==> src/rtl/div_iter_pkg.sv <==
// Shared constants and state codes for the iterative divider.
package div_iter_pkg;

  localparam int DATA_W = 32;

  localparam logic DIV_START            = 1'b1;
  localparam logic DIV_STOP             = 1'b0;
  localparam logic DIV_RESULT_READY     = 1'b1;
  localparam logic DIV_RESULT_NOT_READY = 1'b0;

  typedef enum logic [1:0] {
    DIV_IDLE = 2'b00,
    DIV_ZERO = 2'b01,
    DIV_BUSY = 2'b10,
    DIV_DONE = 2'b11
  } div_state_e;

endpackage

==> src/rtl/div_iter_step.sv <==
// One restoring-division iteration: shift in a dividend bit, compare, subtract.
module div_step #(
  parameter int W = 32
) (
  input  logic [W-1:0] rem,
  input  logic         dvd_msb,
  input  logic [W-1:0] divisor,
  output logic [W-1:0] rem_next,
  output logic         q_bit
);

  logic [W:0] trial;
  logic [W:0] diff;

  // Compare on W+1 bits: the shifted remainder can exceed W bits.
  assign trial = {rem, dvd_msb};
  assign diff  = trial - {1'b0, divisor};
  assign q_bit = trial >= {1'b0, divisor};

  assign rem_next = q_bit ? diff[W-1:0] : trial[W-1:0];

endmodule

==> src/rtl/div_iter.sv <==
// Multi-cycle restoring divider answering the EX-stage start/ready handshake.
module div_iter
  import div_iter_pkg::*;
#(
  parameter int DATA_W = div_iter_pkg::DATA_W
) (
  input  logic              clk,
  input  logic              rst,
  input  logic              signed_div_i,
  input  logic [DATA_W-1:0] opdata1_i,
  input  logic [DATA_W-1:0] opdata2_i,
  input  logic              start_i,
  input  logic              annul_i,
  output logic [2*DATA_W-1:0] result_o,
  output logic              ready_o
);

  localparam int CNT_W = $clog2(DATA_W) + 1;

  div_state_e state;
  div_state_e state_nxt;

  logic [DATA_W-1:0] dvd;
  logic [DATA_W-1:0] dsr;
  logic [DATA_W-1:0] rem;
  logic [DATA_W-1:0] rem_next;
  logic [DATA_W-1:0] abs1;
  logic [DATA_W-1:0] abs2;
  logic [DATA_W-1:0] q_raw;
  logic [DATA_W-1:0] q_fin;
  logic [DATA_W-1:0] r_fin;
  logic [CNT_W-1:0]  cnt;
  logic              q_bit;
  logic              neg_q;
  logic              neg_r;
  logic              s1;
  logic              s2;
  logic              accept;
  logic              last;

  assign s1   = signed_div_i & opdata1_i[DATA_W-1];
  assign s2   = signed_div_i & opdata2_i[DATA_W-1];
  assign abs1 = s1 ? -opdata1_i : opdata1_i;
  assign abs2 = s2 ? -opdata2_i : opdata2_i;

  assign accept = (state == DIV_IDLE) && (start_i == DIV_START)
                  && !annul_i;
  assign last   = cnt == CNT_W'(DATA_W - 1);

  div_step #(
    .W(DATA_W)
  ) u_step (
    .rem     (rem),
    .dvd_msb (dvd[DATA_W-1]),
    .divisor (dsr),
    .rem_next(rem_next),
    .q_bit   (q_bit)
  );

  // The dividend register doubles as the quotient accumulator.
  assign q_raw = {dvd[DATA_W-2:0], q_bit};
  assign q_fin = neg_q ? -q_raw : q_raw;
  assign r_fin = neg_r ? -rem_next : rem_next;

  always_ff @(posedge clk or posedge rst) begin
    if (rst) state <= DIV_IDLE;
    else     state <= state_nxt;
  end

  always_comb begin
    state_nxt = state;
    unique case (state)
      DIV_IDLE: begin
        if (accept)
          state_nxt = (opdata2_i == '0) ? DIV_ZERO : DIV_BUSY;
      end
      DIV_ZERO: begin
        state_nxt = annul_i ? DIV_IDLE : DIV_DONE;
      end
      DIV_BUSY: begin
        if (annul_i)   state_nxt = DIV_IDLE;
        else if (last) state_nxt = DIV_DONE;
      end
      DIV_DONE: begin
        if (start_i == DIV_STOP) state_nxt = DIV_IDLE;
      end
      default: state_nxt = DIV_IDLE;
    endcase
  end

  always_ff @(posedge clk or posedge rst) begin
    if (rst) begin
      dvd      <= '0;
      dsr      <= '0;
      rem      <= '0;
      cnt      <= '0;
      neg_q    <= 1'b0;
      neg_r    <= 1'b0;
      result_o <= '0;
      ready_o  <= DIV_RESULT_NOT_READY;
    end else begin
      unique case (state)
        DIV_IDLE: begin
          if (accept) begin
            dvd   <= abs1;
            dsr   <= abs2;
            rem   <= '0;
            cnt   <= '0;
            neg_q <= s1 ^ s2;
            neg_r <= s1;
          end
        end
        DIV_ZERO: begin
          if (!annul_i) begin
            result_o <= '0;
            ready_o  <= DIV_RESULT_READY;
          end
        end
        DIV_BUSY: begin
          if (!annul_i) begin
            rem <= rem_next;
            dvd <= q_raw;
            cnt <= cnt + 1'b1;
            if (last) begin
              result_o <= {r_fin, q_fin};
              ready_o  <= DIV_RESULT_READY;
            end
          end
        end
        DIV_DONE: begin
          if (start_i == DIV_STOP) begin
            result_o <= '0;
            ready_o  <= DIV_RESULT_NOT_READY;
          end
        end
        default: ;
      endcase
    end
  end

endmodule

==> config.mk <==
export PLATFORM = sky130hd
export DESIGN_NAME = div_iter
export DESIGN_NICKNAME = d
export VERILOG_FILES = /design/src/rtl/div_iter_pkg.sv /design/src/rtl/div_iter_step.sv /design/src/rtl/div_iter.sv
export SDC_FILE = /design/constraint.sdc
export NUM_CORES = 1
export LEC_CHECK = 0
export CAP_MARGIN = 20
export CORE_MARGIN = 3
export CORE_UTILIZATION = 40
export DETAILED_ROUTE_END_ITERATION = 10
export SYNTH_ARGS = -nofsm -noshare
export SYNTH_HDL_FRONTEND = slang
export SYNTH_SLANG_ARGS = --single-unit
==> constraint.sdc <==
create_clock -name clk -period 15.4 [get_ports clk]
set_input_delay 3.08 -clock clk [delete_from_list [all_inputs] [get_ports clk]]
set_output_delay 3.08 -clock clk [all_outputs]
set_load 0.02 [all_outputs]
## Word-level counts from Yosys, hierarchy flattened

Index checks and enable logic that the tools add are counted.

| word-level totals | value |
|---|---|
| bits in registers | 171 |
| input bits | 69 |
| output and inout port bits | 65 |
| word-level logic and storage cells | 71 |

| cells by class | value |
|---|---|
| $add $sub $neg | 6 |
| order comparisons | 1 |
| equality and inequality tests | 10 |
| multiplexer cells | 31 |
| bitwise logic cells | 3 |
| reduce and logical (&&, ||, !) cells | 11 |

Operators by type and width:

| kind | number |
|---|---|
| $mux W32 | 9 |
| $mux W64 | 4 |
| $pmux W64 S3 | 1 |
| $neg A32 Y32 | 4 |
| $pmux W32 S2 | 2 |
| $ge A33 B32 Y1 | 1 |
| $logic_not A32 Y1 | 1 |
| $sub A32 B32 Y32 | 1 |
| $mux W2 | 6 |
| $mux W6 | 2 |
| $pmux W6 S2 | 1 |
| $ne A2 B2 Y1 const B | 5 |
| $pmux W2 S4 | 1 |
| $add A6 B1 Y6 const B | 1 |
| $eq A6 B5 Y1 const B | 1 |
| $reduce_and A3 Y1 | 2 |
| $reduce_and A5 Y1 | 1 |
| $eq A2 B2 Y1 const B | 2 |
| $mux W1 | 4 |
| $ne A3 B3 Y1 const B | 1 |
| $pmux W1 S3 | 1 |
| $reduce_bool A3 Y1 | 1 |
| $and A1 B1 Y1 | 2 |
| $eq A2 B1 Y1 const B | 1 |
| 6 further kinds | 7 |

## Longest topological paths before layout

Gate-level depths: netlist of run 1.

| logic depth | value |
|---|---|
| depth after elaboration | 7 |
| gate-level depth with buffers | 21 |
| gate-level depth less buffers | 18 |

## Modules after synthesis

From an unflattened synthesis of run 1, not the netlist that was laid out.

| unflattened totals | value |
|---|---|
| cell total of the unflattened synthesis | 1396 |
| area total of the unflattened synthesis | 11671.2 µm² |

By module, submodules not included:

| module | times used | cells an instance | area each (µm²) | sequential area each (µm²) |
|---|---|---|---|---|
| div_iter | 1 | 1073 | 9340.2 | 4279.1 |
| div_step | 1 | 323 | 2331.0 | 0.0 |

## Least setup slack after synthesis of run 1

OpenSTA, ideal clock, no wires.

| timing path | value |
|---|---|
| path kind | input-to-reg |
| from | in opdata1_i[4] |
| to | reg dvd[30] |
| library setup time | 124 ps |
| arrival time | 5450 ps |
| required time | 15276 ps |
| setup slack | 9826 ps |
| stages on the path | 10 |
| path buffers | 0 |
| cell sequence | or3_1 -> or3b_2 -> nor2_1 -> nand3_1 -> or2_2 -> o41ai_1 -> nand2_1 -> xor2_1 -> a22oi_1 -> nand2_1 |

| on the way | value |
|---|---|
| cells in the longest elaborated chain, start to end | 4 |

RTL lines:

| element | RTL line | text |
|---|---|---|
| from (decl) | div_iter.sv:10 | `input logic [DATA_W-1:0] opdata1_i,` |
| $neg A32 Y32 | div_iter.sv:43 | `assign abs1 = s1 ? -opdata1_i : opdata1_i;` |
| $mux W32 | div_iter.sv:43 |  |
| $mux W32 | div_iter.sv:104 | `if (accept) begin` |
| $pmux W32 S2 | div_iter.sv:102 | `unique case (state)` |
| to (signal assigned) | div_iter.sv:105 | `dvd <= abs1;` |
| to (signal assigned) | div_iter.sv:122 | `dvd <= q_raw;` |
| to (decl) | div_iter.sv:23 | `logic [DATA_W-1:0] dvd;` |

No other way between the ends. The select of a mux whose other input is x is not followed.
A chain may end at the register's enable or synchronous reset.

## Final worst setup path of run 1

| timing path | value |
|---|---|
| from | reg rem[14] |
| to | reg result_o[60] |

| on the way | value |
|---|---|
| cells in the longest elaborated chain, start to end | 7 |
| elaborated cells on any way between the ends | 8 |
| those cells by class | add/sub (2); order compare (1); mux (5) |

RTL lines:

| element | RTL line | text |
|---|---|---|
| from (decl) | div_iter.sv:25 | `logic [DATA_W-1:0] rem;` |
| from (signal assigned) | div_iter.sv:121 | `rem <= rem_next;` |
| $sub A32 B32 Y32 / $ge A33 B32 Y1 (equally long branches) | div_iter_step.sv:17, div_iter_step.sv:18 |  |
| $mux W32 * | div_iter_step.sv:20 | `assign rem_next = q_bit ? diff[W-1:0] : trial[W-1:0];` |
| $neg A32 Y32 | div_iter.sv:63 | `assign r_fin = neg_r ? -rem_next : rem_next;` |
| $mux W32 * | div_iter.sv:63 |  |
| $mux W64 * | div_iter.sv:124 | `if (last) begin` |
| $mux W64 * | div_iter.sv:120 | `if (!annul_i) begin` |
| $pmux W64 S3 * | div_iter.sv:102 |  |
| to (signal assigned) | div_iter.sv:125 | `result_o <= {r_fin, q_fin};` |
| to (decl) | div_iter.sv:14 | `output logic [2*DATA_W-1:0] result_o,` |

Every way passes the cells marked *; elsewhere a longest branch is shown, timed or not. The select of a mux whose other input is x is not followed.

==> results of run 1 <==
-- flip-flops by register name (all words and copies together) (netlist names) --
signal	cells
result_o	64
ready_o	1
state	2
dvd	32
neg_r	1
rem	32
cnt	6
dsr	32
neg_q	1
-- cell families after synthesis --
kind of cell | count (synthesis) | synth area share [%]
flops | 171 | 34.4
xor+xnor | 134 | 9.42
simple gates | 528 | 20.2
compound gates | 477 | 24.4
mux | 31 | 2.53
fa+ha+maj | 42 | 4.28
buf+inv | 144 | 4.80
-- metrics by stage --
stage	cells	util (%)	instance area, sq um	hold slack [ns]	setup WS (ns)
6_report	2005	48.3	14600	0.478	9.26
5_1_grt	2005	48.3	14600	0.497	9.02
4_1_cts	2004	48.3	14600	0.485	9.30
3_5_place_dp	1972	46.3	14000	0.469	8.84
3_3_place_gp	1972	46.3	14000	0.465	8.98
2_1_floorplan	1527	-	12500	0.450	7.69
-- worst register-to-register path: cells and delay by family (launching register included) --
kind / cells / cell delay (ns)
adders and majority gates: 2 / 0.77
AOI/OAI and AO/OA: 3 / 0.76
muxes: 2 / 0.67
and+or+nand+nor: 7 / 3.29
DFF: 1 / 0.45
buffers and inverters: 1 / 0.08
-- cell type report --
type / count / area [sq um]
fill: 2986 / 15600
timing repair buffer: 145 / 1420
tap: 390 / 488
clock buffer: 20 / 457
clock inverter: 12 / 154
multi-input combinational: 1212 / 7590
sequential: 171 / 4280
inverter: 55 / 214
-- metal layers --
| metal | global-route usage, % | vias up | routed length, microns |
|---|---|---|---|
| li1 | - | 5643 | - |
| met1 | 37.0 | 5439 | 19300 |
| met2 | 31.8 | 430 | 15500 |
| met3 | 2.31 | 30 | 2470 |
| met4 | 5.03 | 0 | 564 |
| met5 | 0 | - | 0 |
-- cell usage in the layout, fill, tap and decap left out, drive strengths merged, types with 5 or more instances in the layout --
master           n
xnor2           55
a211o            5
o31ai           38
clkinv           5
nand3           26
a21o            13
buf             11
o31a             6
mux2i           27
a211oi          11
a22oi           13
nor3            29
or4             14
or2             12
xor2            79
and3            10
o21ai          214
a22o             5
nand4           21
nor4            18
nor2            92
and2             6
or3             27
inv             60
dfrtp          171
nand2b          12
a21oi           88
o41ai           19
nand2          239
o21a             8
clkbuf          21
o211ai          19
a31oi            7
clkdlybuf4s50  133
ha              41
-- path summary, 6_finish.rpt --
check,to,startpoint,cells past startpoint,slack (ns)
min in group asynchronous,state[1],rst,2,3.12
worst min register to register,dsr[21],dsr[21],2,0.48
worst max-delay path,result_o[60],rem[14],15,9.26
worst min-delay path,dsr[21],dsr[21],2,0.48
max in group asynchronous,result_o[21],rst,3,11.15
worst max register to register,result_o[60],rem[14],15,9.26
-- Yosys cell counts (12+ instances only) --
cell	instances
a21o_1	13
nand3_1	24
nand2_1	239
nand2b_1	12
o31ai_1	37
o41ai_1	18
a21oi_1	83
xor2_1	79
a22oi_1	13
nor3_1	29
nand4_1	20
inv_1	54
mux2i_1	27
ha_1	41
clkbuf_1	57
nor4_1	15
or3_1	27
o211ai_1	19
xnor2_1	55
buf_2	20
nor2_1	92
or4_1	14
o21ai_0	204
dfrtp_1	171
==> results.sh, run 1 <==
export IMPL_outcome="finished, final reports clean"
export IMPL_routed_wirelength_mm=37.8
export IMPL_grt_pass1_wl_mm=60.5
export IMPL_cts_hold_buf=0
export IMPL_yosysTopAreaCell="dfrtp_1"
export IMPL_required_ns=15.72
export IMPL_tritoncts="built"
export IMPL_wl_per_cell_microns=18.8
export IMPL_crit_buf_inv=1
export IMPL_criticalPathCategory="flip-flop to flip-flop"
export IMPL_grtUsageTotal_pct=22.6
export IMPL_synth_area_sq_um=12500
export IMPL_port_buffers=133
export IMPL_rsz0062_at_grt="false"
export IMPL_arrival_ns=6.45
export IMPL_die_h_microns=182
export IMPL_synth_seq_cells=171
export IMPL_final_setup_viol_count=0
export IMPL_vias_per_cell=5.76
export IMPL_drtIter0Drc=971
export IMPL_finalHoldViolCount=0
export IMPL_drt_first_pass_iters=5
export IMPL_clock_path_buffers=2
export IMPL_fin_skew_ns=0.0129
export IMPL_die_w_microns=182
export IMPL_nets=1713
export IMPL_synth_enable_flop_cells=0
export IMPL_path_clk_slew_ns=0.08
export IMPL_pin_count=134
export IMPL_critPathMaxStageDelay_ns=0.68
export IMPL_antenna_found_initial=0
export IMPL_grt_overflow=0
export IMPL_ys_seq_area_share_pct=34.4
export IMPL_yosysWarnings=0
export IMPL_n_antenna_cell=0
export IMPL_tns_ns=0
export IMPL_hold_path_class="flip-flop to flip-flop"
export IMPL_postCtsSetupBuffers=0
export IMPL_row_count=63
export IMPL_grt_max_degree=85
export IMPL_root_buffer="clkbuf_16"
export IMPL_post_route_drc_count=0
export IMPL_finalCritPeriodShare_pct=39.9
export IMPL_synthCells=1527
export IMPL_critical_path_top_delay_family="simple AND/OR/NAND/NOR gates"
export IMPL_maxSlewViolCount=0
export IMPL_synth_ff_type="dfrtp_1"
export IMPL_vias=11500
export IMPL_gp_congestion=0.899
export IMPL_maxSlewHeadroom_pct=29.1
export IMPL_worstPathCellList="ha_1, nand4_1, nor4_1, a21oi_1, or2_2, nand3_4, mux2i_1, ha_1, inv_1, or3_1, mux2i_1, o2111ai_1, nor4_2, a21oi_1, or3_1"
export IMPL_dp_hpwl_mm=28.6
export IMPL_synthToLayoutAreaGrowth_pct=17.2
export IMPL_end_kind="flip-flop"
export IMPL_cts_sinks=171
export IMPL_clk_latency_ns=0.43
export IMPL_cts_htree_levels=4
export IMPL_synth_top_area_share_pct=34.4
export IMPL_syn_avg_cell_area_sq_um=8.16
export IMPL_maxCapViolCount=0
export IMPL_finalCriticalPeriod_ns=6.14
export IMPL_cts_buffers=17
export IMPL_grt_pass1_vias=10600
export IMPL_ant_nets=0
export IMPL_cpMaxStageDelayCell="nor4_2"
export IMPL_synthTopCellsByArea="dfrtp_1 (34%), o21ai_0 (8.2%), nand2_1 (7.2%), xor2_1 (5.6%), ha_1 (4.1%)"
export IMPL_worst_path_max_fanout=54
export IMPL_synth_fp_nets=1638
export IMPL_synth_cell_type_count=85
export IMPL_fmaxAchievable_mhz=163
export IMPL_dieArea_sq_um=33300
export IMPL_initial_core_util_pct=41.2
export IMPL_synth_async_sr_flop_share_pct=100
export IMPL_postCtsResizedCells=0
export IMPL_worst_slew_pin_slew_ns=1.06
export IMPL_layout_drive_gt1_share_pct=5.63
export IMPL_core_sq_um=30200
export IMPL_cp_start_kind="flip-flop"
Power of run 1 is not shown: default switching activity piles up to over one toggle a cycle in this logic, so the estimate is an artifact.
==> run 2: changes to the inputs <==
==> constraint.sdc (replaced) <==
create_clock -name clk -period 5.3 [get_ports clk]
set_input_delay 1.06 -clock clk [delete_from_list [all_inputs] [get_ports clk]]
set_output_delay 1.06 -clock clk [all_outputs]
set_load 0.02 [all_outputs]
==> results.sh, run 2 (same netlist as run 1, synthesis figures left out) <==
export IMPL_outcome="finished, final reports clean"
export IMPL_top_register="result_o"
export IMPL_tns_ns=0
export IMPL_cp_start_kind="flip-flop"
export IMPL_hold_path_class="flip-flop to flip-flop"
export IMPL_routed_wirelength_mm=39.3
export IMPL_drt_first_pass_iters=5
export IMPL_finalCritPeriodShare_pct=90.2
export IMPL_criticalPathCategory="flip-flop to flip-flop"
export IMPL_layout_common_cells="nand2_1 (239), o21ai_0 (204), dfrtp_1 (171)"
export IMPL_worstHoldStart="result_o[35]"
export IMPL_synthToLayoutAreaGrowth_pct=17.9
export IMPL_finalHoldViolCount=0
export IMPL_cts_buffers=17
export IMPL_maxCapViolCount=0
export IMPL_cts_sinks=171
export IMPL_maxSlewViolCount=0
export IMPL_grtUsageTotal_pct=23.5
export IMPL_grt_pass1_wl_mm=62.3
export IMPL_drtIter0Drc=1080
export IMPL_cts_hold_buf=0
export IMPL_fin_skew_ns=0.0104
export IMPL_whs_path_depth=2
export IMPL_r2r_start="rem[16]"
export IMPL_row_count=63
export IMPL_rsz0062_at_grt="false"
export IMPL_fmaxAchievable_mhz=209
export IMPL_worstHoldEndpoint="result_o[35]"
export IMPL_worst_path_max_fanout=10
export IMPL_pin_count=134
export IMPL_port_buffers=133
export IMPL_postCtsResizedCells=0
export IMPL_die_h_microns=182
export IMPL_wl_per_cell_microns=19.5
export IMPL_arrival_ns=5.09
export IMPL_end_kind="flip-flop"
export IMPL_required_ns=5.61
export IMPL_layout_drive_gt1_share_pct=6.27
export IMPL_die_w_microns=182
export IMPL_vias_per_cell=5.76
export IMPL_finalCriticalPeriod_ns=4.78
export IMPL_gp_congestion=0.936
export IMPL_grt_pass1_vias=10900
export IMPL_clk_latency_ns=0.44
export IMPL_r2r_end="result_o[60]"
export IMPL_clock_path_buffers=2
export IMPL_post_route_drc_count=0
export IMPL_reg2reg_depth=16
export IMPL_initial_core_util_pct=41.2
export IMPL_grt_overflow=0
export IMPL_dieArea_sq_um=33300
export IMPL_r2r_slack_ns=0.52
export IMPL_ant_nets=0
export IMPL_post_route_util_pct=48.6
export IMPL_dp_hpwl_mm=29.8
export IMPL_tritoncts="built"
export IMPL_antenna_found_initial=0
export IMPL_final_setup_viol_count=0
export IMPL_vias=11600
export IMPL_largest_register_ff_count=64
export IMPL_final_common_cell="nand2_1"
export IMPL_core_sq_um=30200
export IMPL_worst_slew_pin_slew_ns=1.11
export IMPL_root_buffer="clkbuf_16"
export IMPL_maxSlewHeadroom_pct=25.6
export IMPL_nets=1725
export IMPL_postCtsSetupBuffers=0
export IMPL_holdWs_ns=0.478
export IMPL_path_clk_slew_ns=0.07
export IMPL_grt_max_degree=172
export IMPL_cts_htree_levels=4
## run 2: worst max-delay path by stage
| stage | end | cells after the start | slack (ns) | from |
|---|---|---|---|---|
| after floorplan | result_o[60] | 18 | 0.62 | rem[7] |
| after global placement | result_o[60] | 16 | 0.67 | rem[16] |
| after detailed placement | result_o[60] | 16 | 0.53 | rem[13] |
| after CTS | result_o[60] | 16 | 0.51 | rem[13] |
| after global routing | result_o[60] | 16 | 0.21 | rem[16] |
| final | result_o[60] | 16 | 0.52 | rem[16] |
## run 2: critical path, stage by stage, from the launching register on
cell	delay [ns]
dfrtp_1	0.41
ha_1	0.49
nand4_1	0.32
nor4_1	0.52
a21oi_1	0.16
or2_2	0.35
nand3_4	0.10
mux2i_1	0.31
ha_1	0.21
inv_1	0.08
or3_1	0.37
mux2i_1	0.20
o2111ai_1	0.18
nor4_2	0.30
buf_4	0.19
a21oi_1	0.06
or3_1	0.39
## run 2: layout make-up
type	count	area, sq um
antenna	1	2.50
clock buffer	19	443
clock inverter	13	144
fill	2988	15500
inverter	55	213
multi-input combinational	1212	7580
sequential	171	4280
tap	390	488
timing repair buffer	157	1520
## run 2: layer usage
layer | share of wire, % | vias up | GRT usage [%]
met5 | 0 | - | 0
met4 | 1.9 | 0 | 6.25
met3 | 6.7 | 32 | 3.93
met2 | 41 | 378 | 32.5
met1 | 51 | 5562 | 37.2
li1 | - | 5657 | -
## run 2: stage by stage
| step | instances | worst slack (ns) | cell area (sq um) |
|---|---|---|---|
| after floorplan | 1527 | 0.619 | 12500 |
| final | 2018 | 0.517 | 14700 |
| after CTS | 2017 | 0.508 | 14700 |
| after global routing | 2017 | 0.212 | 14700 |
| after detailed placement | 1985 | 0.526 | 14100 |
| after global placement | 1985 | 0.665 | 14100 |
Power of run 2 is left out for the same reason.
